File: config.mk
export PLATFORM = sky130hd
export DESIGN_NAME = mem_copy_engine
export DESIGN_NICKNAME = d
export VERILOG_FILES = /design/src/rtl/mem_copy_engine.sv
export SDC_FILE = /design/constraint.sdc
export NUM_CORES = 1
export LEC_CHECK = 0
export CAP_MARGIN = 25
export CORE_UTILIZATION = 44
export CTS_CLUSTER_DIAMETER = 50
export DETAILED_ROUTE_END_ITERATION = 10
export PLACE_DENSITY = 0.78
export SLEW_MARGIN = 10
export SYNTH_ARGS = -nofsm -noshare
export SYNTH_HDL_FRONTEND = slang
export SYNTH_SLANG_ARGS = --single-unit
export TNS_END_PERCENT = 20
File: constraint.sdc
create_clock -name clk -period 6.7 [get_ports clk]
set_input_delay 2.01 -clock clk [delete_from_list [all_inputs] [get_ports clk]]
set_output_delay 2.01 -clock clk [all_outputs]
set_load 0.1 [all_outputs]
File: src/rtl/mem_copy_engine.sv
// mem_copy_engine: block copy over the dmemreq/dmemresp port group.
// Optional running checksum of read words: define MEM_COPY_CHECKSUM_EN.
module mem_copy_engine #(
  parameter int LEN_W     = 16,
  parameter int ADDR_STEP = 4
) (
  input  logic             clk,
  input  logic             rst,
  input  logic             start,
  input  logic [31:0]      src,
  input  logic [31:0]      dst,
  input  logic [LEN_W-1:0] len,
  output logic             busy,
  output logic             done,
  output logic [31:0]      checksum,
  output logic             dmemreq_val,
  output logic             dmemreq_type,
  output logic [31:0]      dmemreq_addr,
  output logic [31:0]      dmemreq_wdata,
  input  logic [31:0]      dmemresp_rdata
);

  typedef enum logic [1:0] {
    IDLE,
    READ,
    WRITE,
    DONE
  } state_t;

  localparam logic [31:0] STEP = 32'(ADDR_STEP);

  state_t           state;
  state_t           state_nxt;
  logic [31:0]      src_r;
  logic [31:0]      dst_r;
  logic [31:0]      data_r;
  logic [LEN_W-1:0] len_r;
  logic [LEN_W-1:0] idx;
  logic [31:0]      idx_off;
  logic             last;
  logic             accept;

  assign idx_off = STEP * 32'(idx);
  assign last    = (idx == len_r - LEN_W'(1));
  assign accept  = (state == IDLE) && start;

  // state register
  always_ff @(posedge clk or posedge rst) begin
    if (rst) state <= IDLE;
    else     state <= state_nxt;
  end

  // next state and registered-state output decode
  always_comb begin
    state_nxt     = state;
    busy          = 1'b0;
    done          = 1'b0;
    dmemreq_val   = 1'b0;
    dmemreq_type  = 1'b0;
    dmemreq_addr  = 32'h0;
    dmemreq_wdata = 32'h0;
    unique case (state)
      IDLE: begin
        if (start)
          state_nxt = (len == '0) ? DONE : READ;
      end
      READ: begin
        busy         = 1'b1;
        dmemreq_val  = 1'b1;
        dmemreq_addr = src_r + idx_off;
        state_nxt    = WRITE;
      end
      WRITE: begin
        busy          = 1'b1;
        dmemreq_val   = 1'b1;
        dmemreq_type  = 1'b1;
        dmemreq_addr  = dst_r + idx_off;
        dmemreq_wdata = data_r;
        state_nxt     = last ? DONE : READ;
      end
      DONE: begin
        done      = 1'b1;
        state_nxt = IDLE;
      end
      default: state_nxt = IDLE;
    endcase
  end

  // operand latch, word index and read data capture
  always_ff @(posedge clk or posedge rst) begin
    if (rst) begin
      src_r  <= 32'h0;
      dst_r  <= 32'h0;
      len_r  <= '0;
      idx    <= '0;
      data_r <= 32'h0;
    end else if (accept) begin
      src_r <= src;
      dst_r <= dst;
      len_r <= len;
      idx   <= '0;
    end else if (state == READ) begin
      data_r <= dmemresp_rdata;
    end else if (state == WRITE && !last) begin
      idx <= idx + LEN_W'(1);
    end
  end

`ifdef MEM_COPY_CHECKSUM_EN
  logic [31:0] csum_r;

  // running sum of read words, held from DONE until next accept
  always_ff @(posedge clk or posedge rst) begin
    if (rst)                csum_r <= 32'h0;
    else if (accept)        csum_r <= 32'h0;
    else if (state == READ) csum_r <= csum_r + dmemresp_rdata;
  end

  assign checksum = csum_r;
`else
  assign checksum = 32'h0;
`endif

endmodule

# [Word level (Yosys, flattened, before mapping)]
# Cells that the tools add are included.
# Widths: inputs -> output; s select.
[totals] ff_bits=130 latchBits=0 mem_bits_rw=0 rom_bits=0 wordCells=38 memories=0
[classes] addsub=4 mul=0 div=0 n_lt_le_gt_ge=0 n_eq_ne=6 shift=0 mux=12 bitwise_logic=1 n_reduce_logical=9
[ops] op="$add 32x18->32" count=2
[ops] op="$pmux 32 s2" count=1
[ops] op="$mux 16" count=3
[ops] op="$mux 32" count=1
[ops] op="$add 16x1->16 const B" count=1
[ops] op="$eq 16x16->1" count=1
[ops] op="$logic_not 16->1" count=1
[ops] op="$sub 16x1->16 const B" count=1
[ops] op="$pmux 2 s4" count=1
[ops] op="$mux 2" count=3
[ops] op="$eq 2x2->1 const B" count=2
[ops] op="$ne 2x2->1 const B" count=2
[ops] op="$reduce_and 2->1" count=2
[ops] op="$mux 1" count=3
[ops] op="$eq 2x1->1 const B" count=1
[ops] op="$logic_and 1x1->1" count=2
[ops] op="$logic_not 2->1" count=1
[ops] op="$reduce_bool 2->1" count=1
[ops] op="$reduce_or 2->1" count=1
[ops] op="$logic_not 1->1" count=1
[ops] op="$not 1->1" count=1

# [Depth between registers and ports, before layout]
[depth] depth_word=7 depth_mapped=18 mapped_depth_nobuf=13

# [Least setup slack after synthesis]
# OpenSTA, ideal clock, no wires.
[synth_path] path_kind="register -> output" startpoint="register state[0]" endpoint="output dmemreq_addr[20]" arrival_time_ns=7.207 t_required_ns=4.690 path_slack_ns=-2.517 stages_incl_launch_ff=19 n_path_buf=5 path_cell_list="dfrtp_1 > inv_1 > ha_1 > clkbuf_1 > clkbuf_1 > buf_1 > clkbuf_1 > mux2_2 > ha_1 > fa_1 > a21o_1 > a21oi_1 > o21ai_0 > a31o_2 > a41oi_1 > a21oi_1 > clkbuf_1 > and3_1 > nor3_1"
[synth_between] elab_chain_cells=2 elab_cells_between_ends=3 cone_classes="eq/ne (2); mux (1)"
[synth_rtl] element="start: declaration" line_no="32" source="state_t state;"
[synth_rtl] element="start signal: assignment" line_no="50" source="else state <= state_nxt;"
[synth_rtl] element="$eq 2x2->1 or $eq 2x1->1 (tied branches)" line_no="62" source="unique case (state)"
[synth_rtl] element="$pmux 32 s2 *" line_no="62"
[synth_rtl] element="end: declaration" line_no="18" source="output logic [31:0] dmemreq_addr,"
# Mark *: on every way between the ends. The rest lies on a longest branch, timed or not.

# [Worst setup path after layout]
[layout_path] startpoint="register state[0]" endpoint="output dmemreq_addr[29]"
# Same word-level chain as after synthesis.

==> results.md <==
* DP Worst Slack at about 530 ps
* H-tree levels at 4
* Antenna fix cells at 0
* M1 GR Usage at around 27%
* Critical path buffers and inverters at 2
* Register area share after synthesis at 41.53%
* Met2 Usage GRT at 35.73%
* Post-synth cell types at 59
* Worst setup margin at 340.9 ps
* Final non-filler cell area at 10,610 um^2
* FF+latch count, synth at 130
* Synth Instances at 728
* Post-layout util at 61.14%
* Max cap viols at 0
* Critical Path Fanout Max at 12
* Worst Hold Class: reg2reg
* Min Tclk post-route at roughly 6400 ps
* Die span in y at 135.4 um
* Run status: complete, no violations
* Critical path's slowest cell: a2111oi_2
* Final HPWL DP at 14.49 mm
* Synth warn at 0
* Syn avg cell area at 10.76 um^2
* Mapped Area at 7833 um^2
* Top-area cell type share of the netlist area at 41.53%
* Commonest non-fill, non-tap cell in the layout: clkdlybuf4s50_1
* Critical Path End Type: output pin
* Root buf cell: clkbuf_16
* WP data arrival at around 4400 ps
* Grt met3 use at 5.088%
* Global-route wire length before repair at between 30 and 40 mm
* Synth Area in XOR/XNOR at 4.808%
* Setup violations, final at 0
* # IOs at 215
* Async SR Flop Fraction at 100.0%
* Largest net degree at the start of global routing at 64
* Nets@finish at 1,039
* Crit start category: flop
* Pre-Repair DR Iteration Count at 4
* Largest family of logic cells by synthesized area: multiplexers
* Skew final at 4.522 ps
* Average via count per standard cell at 5.334
* 1st-iter DRT viols at 450
* CTS buffer count at 17
* Fmax at 157.3 MHz
* Worst-path clk slew at 60 ps
* DR vias at 6,059
* Critical path class: reg2out
* Slew Viols, Final at 0
* GRT Overall Usage at 21.58%
* RSZ-0062 raised after global routing: no
* Die ar. at 18,340 um^2
* Synth Area in Simple Gates at 14.86%
* Drt total wl at 19.21 mm
* Commonest cells after routing, fill and taps aside: 153 x clkdlybuf4s50_1, 131 x mux2_2, 130 x dfrtp_1, 40 x nand2_1, 34 x and2_1
* Ranking of synthesized cells by area: dfrtp_1 42%, mux2_2 19%, ha_1 4.0%, buf_4 3.3%, and2_1 2.7%
* Req. time, crit path at 4690 ps
* Top Family by Delay on Critical Path: compound AO/OA/AOI/OAI gates
* Remaining global-route overflow at 0
* Period utilization at 94.91%
* Hold-fix buffers, CTS at 0
* WHS at 496.7 ps
* Bufs on Longest Clock Path at 2
* Starting density of the core at 45.13%
* GRT busiest layer: met2
* PortBufs at around 180
* Gp weighted congestion at 0.8753
* CTS tree: done
* Slew @ Worst Pin at around 1000 ps
* Number of synthesized flops with an enable pin at 0
* Slew margin rel. at 32.83%
* WL/cell at between 15 and 20 um
* CP cell instances: inv_1 -> ha_4 -> mux2_2 -> ha_1 -> o21ai_0 -> nor2_1 -> o2111ai_1 -> a2111oi_2 -> o31ai_1 -> a2111oi_0 -> xor2_1 -> nor2_4 -> buf_12
* Initial antenna violation count at 0
* Top FF cell, synth: dfrtp_1
* CP max stage delay at 580 ps
* Share of layout cells above drive strength 1 at 26.23%
* Vias in the first global route at about 5,900
* Core area at about 17,000 um^2
* Leading area contributor after synthesis: dfrtp_1
* DP Area at 9977 um^2
* Post-route ant nets at 0
* Worst-Skew Late Latency at 420 ps
* Layout overhead on the synthesized area at 35.50%
* Synth Area in Compound Gates at 7.780%
* Num rows at 48
* Hold Fails Final Rpt at 0
* Drt drc at 0
* Synth Area in Adders at 4.249%
* Clk sinks at 130
* Die width at 135.4 um
* Multiplexer share of the synthesized area at 21.02%
## synthesized netlist by cell type, types with 5 or more instances
cell        n
mux2_2    131
dfrtp_1   130
nand2_1    41
nor2_1     38
a21oi_1    34
and2_1     34
buf_4      34
ha_1       25
clkbuf_1   24
xnor2_1    23
xor2_1     20
mux2i_1    16
nand3_1    13
nor3_1     13
or4_1      13
inv_1      10
o21ai_0    10
nand4_1     8
nor4_1      8
a21o_1      7
buf_1       7
o31ai_1     7
or3_1       6
and3_1      5
nand2b_1    5
nor2b_1     5
o21ai_1     5
## per-layer routing
metal	vias to the layer above	part of all wire (%)
met2	201	49
met5	-	0
li1	2889	-
met1	2941	42
met3	28	6.5
met4	0	2.3
## cell families after synthesis
group | Yosys count
AND/OR/NAND/NOR | 206
AO/OA/AOI/OAI | 94
multiplexers | 148
flip-flops | 130
XOR/XNOR | 43
other | 1
adder cells (fa/ha/maj) | 26
buffers and inverters | 80
## per-stage QoR
| stage | instances | setup TNS, ps |
|---|---|---|
| after floorplan | 759 | -199.7 |
| after CTS | 1136 | 0 |
| after global placement | 1102 | 0 |
| after global routing | 1136 | 0 |
| after detailed placement | 1104 | 0 |
| final | 1136 | 0 |
## worst paths after layout
kind | end | from | slack, ps | depth (start not counted)
max | dmemreq_addr[29] | state[0] | 340 | 13
min | data_r[7] | data_r[7] | 500 | 1
max reg2reg | idx[14] | len_r[0] | 3380 | 11
min reg2reg | data_r[7] | data_r[7] | 500 | 1
max in group asynchronous | data_r[9] | rst | 3630 | 3
min in group asynchronous | data_r[31] | rst | 2040 | 2
## registers in the layout, indices dropped and copies added, names as in the netlist
signal,flops
dst_r,32
src_r,32
state,2
len_r,16
data_r,32
idx,16
## cell type report
| type | instances | area (um^2) |
|---|---|---|
| sequential | 130 | 3253 |
| clock buffer | 18 | 439.2 |
| timing repair buffer | 190 | 2037 |
| fill | 1436 | 6744 |
| tap | 225 | 281.5 |
| inverter | 10 | 40.04 |
| multi-input combinational | 549 | 4382 |
| clock inverter | 14 | 180.2 |
## timing repair
| item | 4_1_cts | 5_1_grt |
|---|---|---|
| endpoints found under the setup margin | 0 | 7 |
| setup buffers | 0 | 0 |
| resized for setup | 0 | 3 |
Power is not shown: default switching activity piles up to over one toggle a cycle in this logic, so the estimate is an artifact.
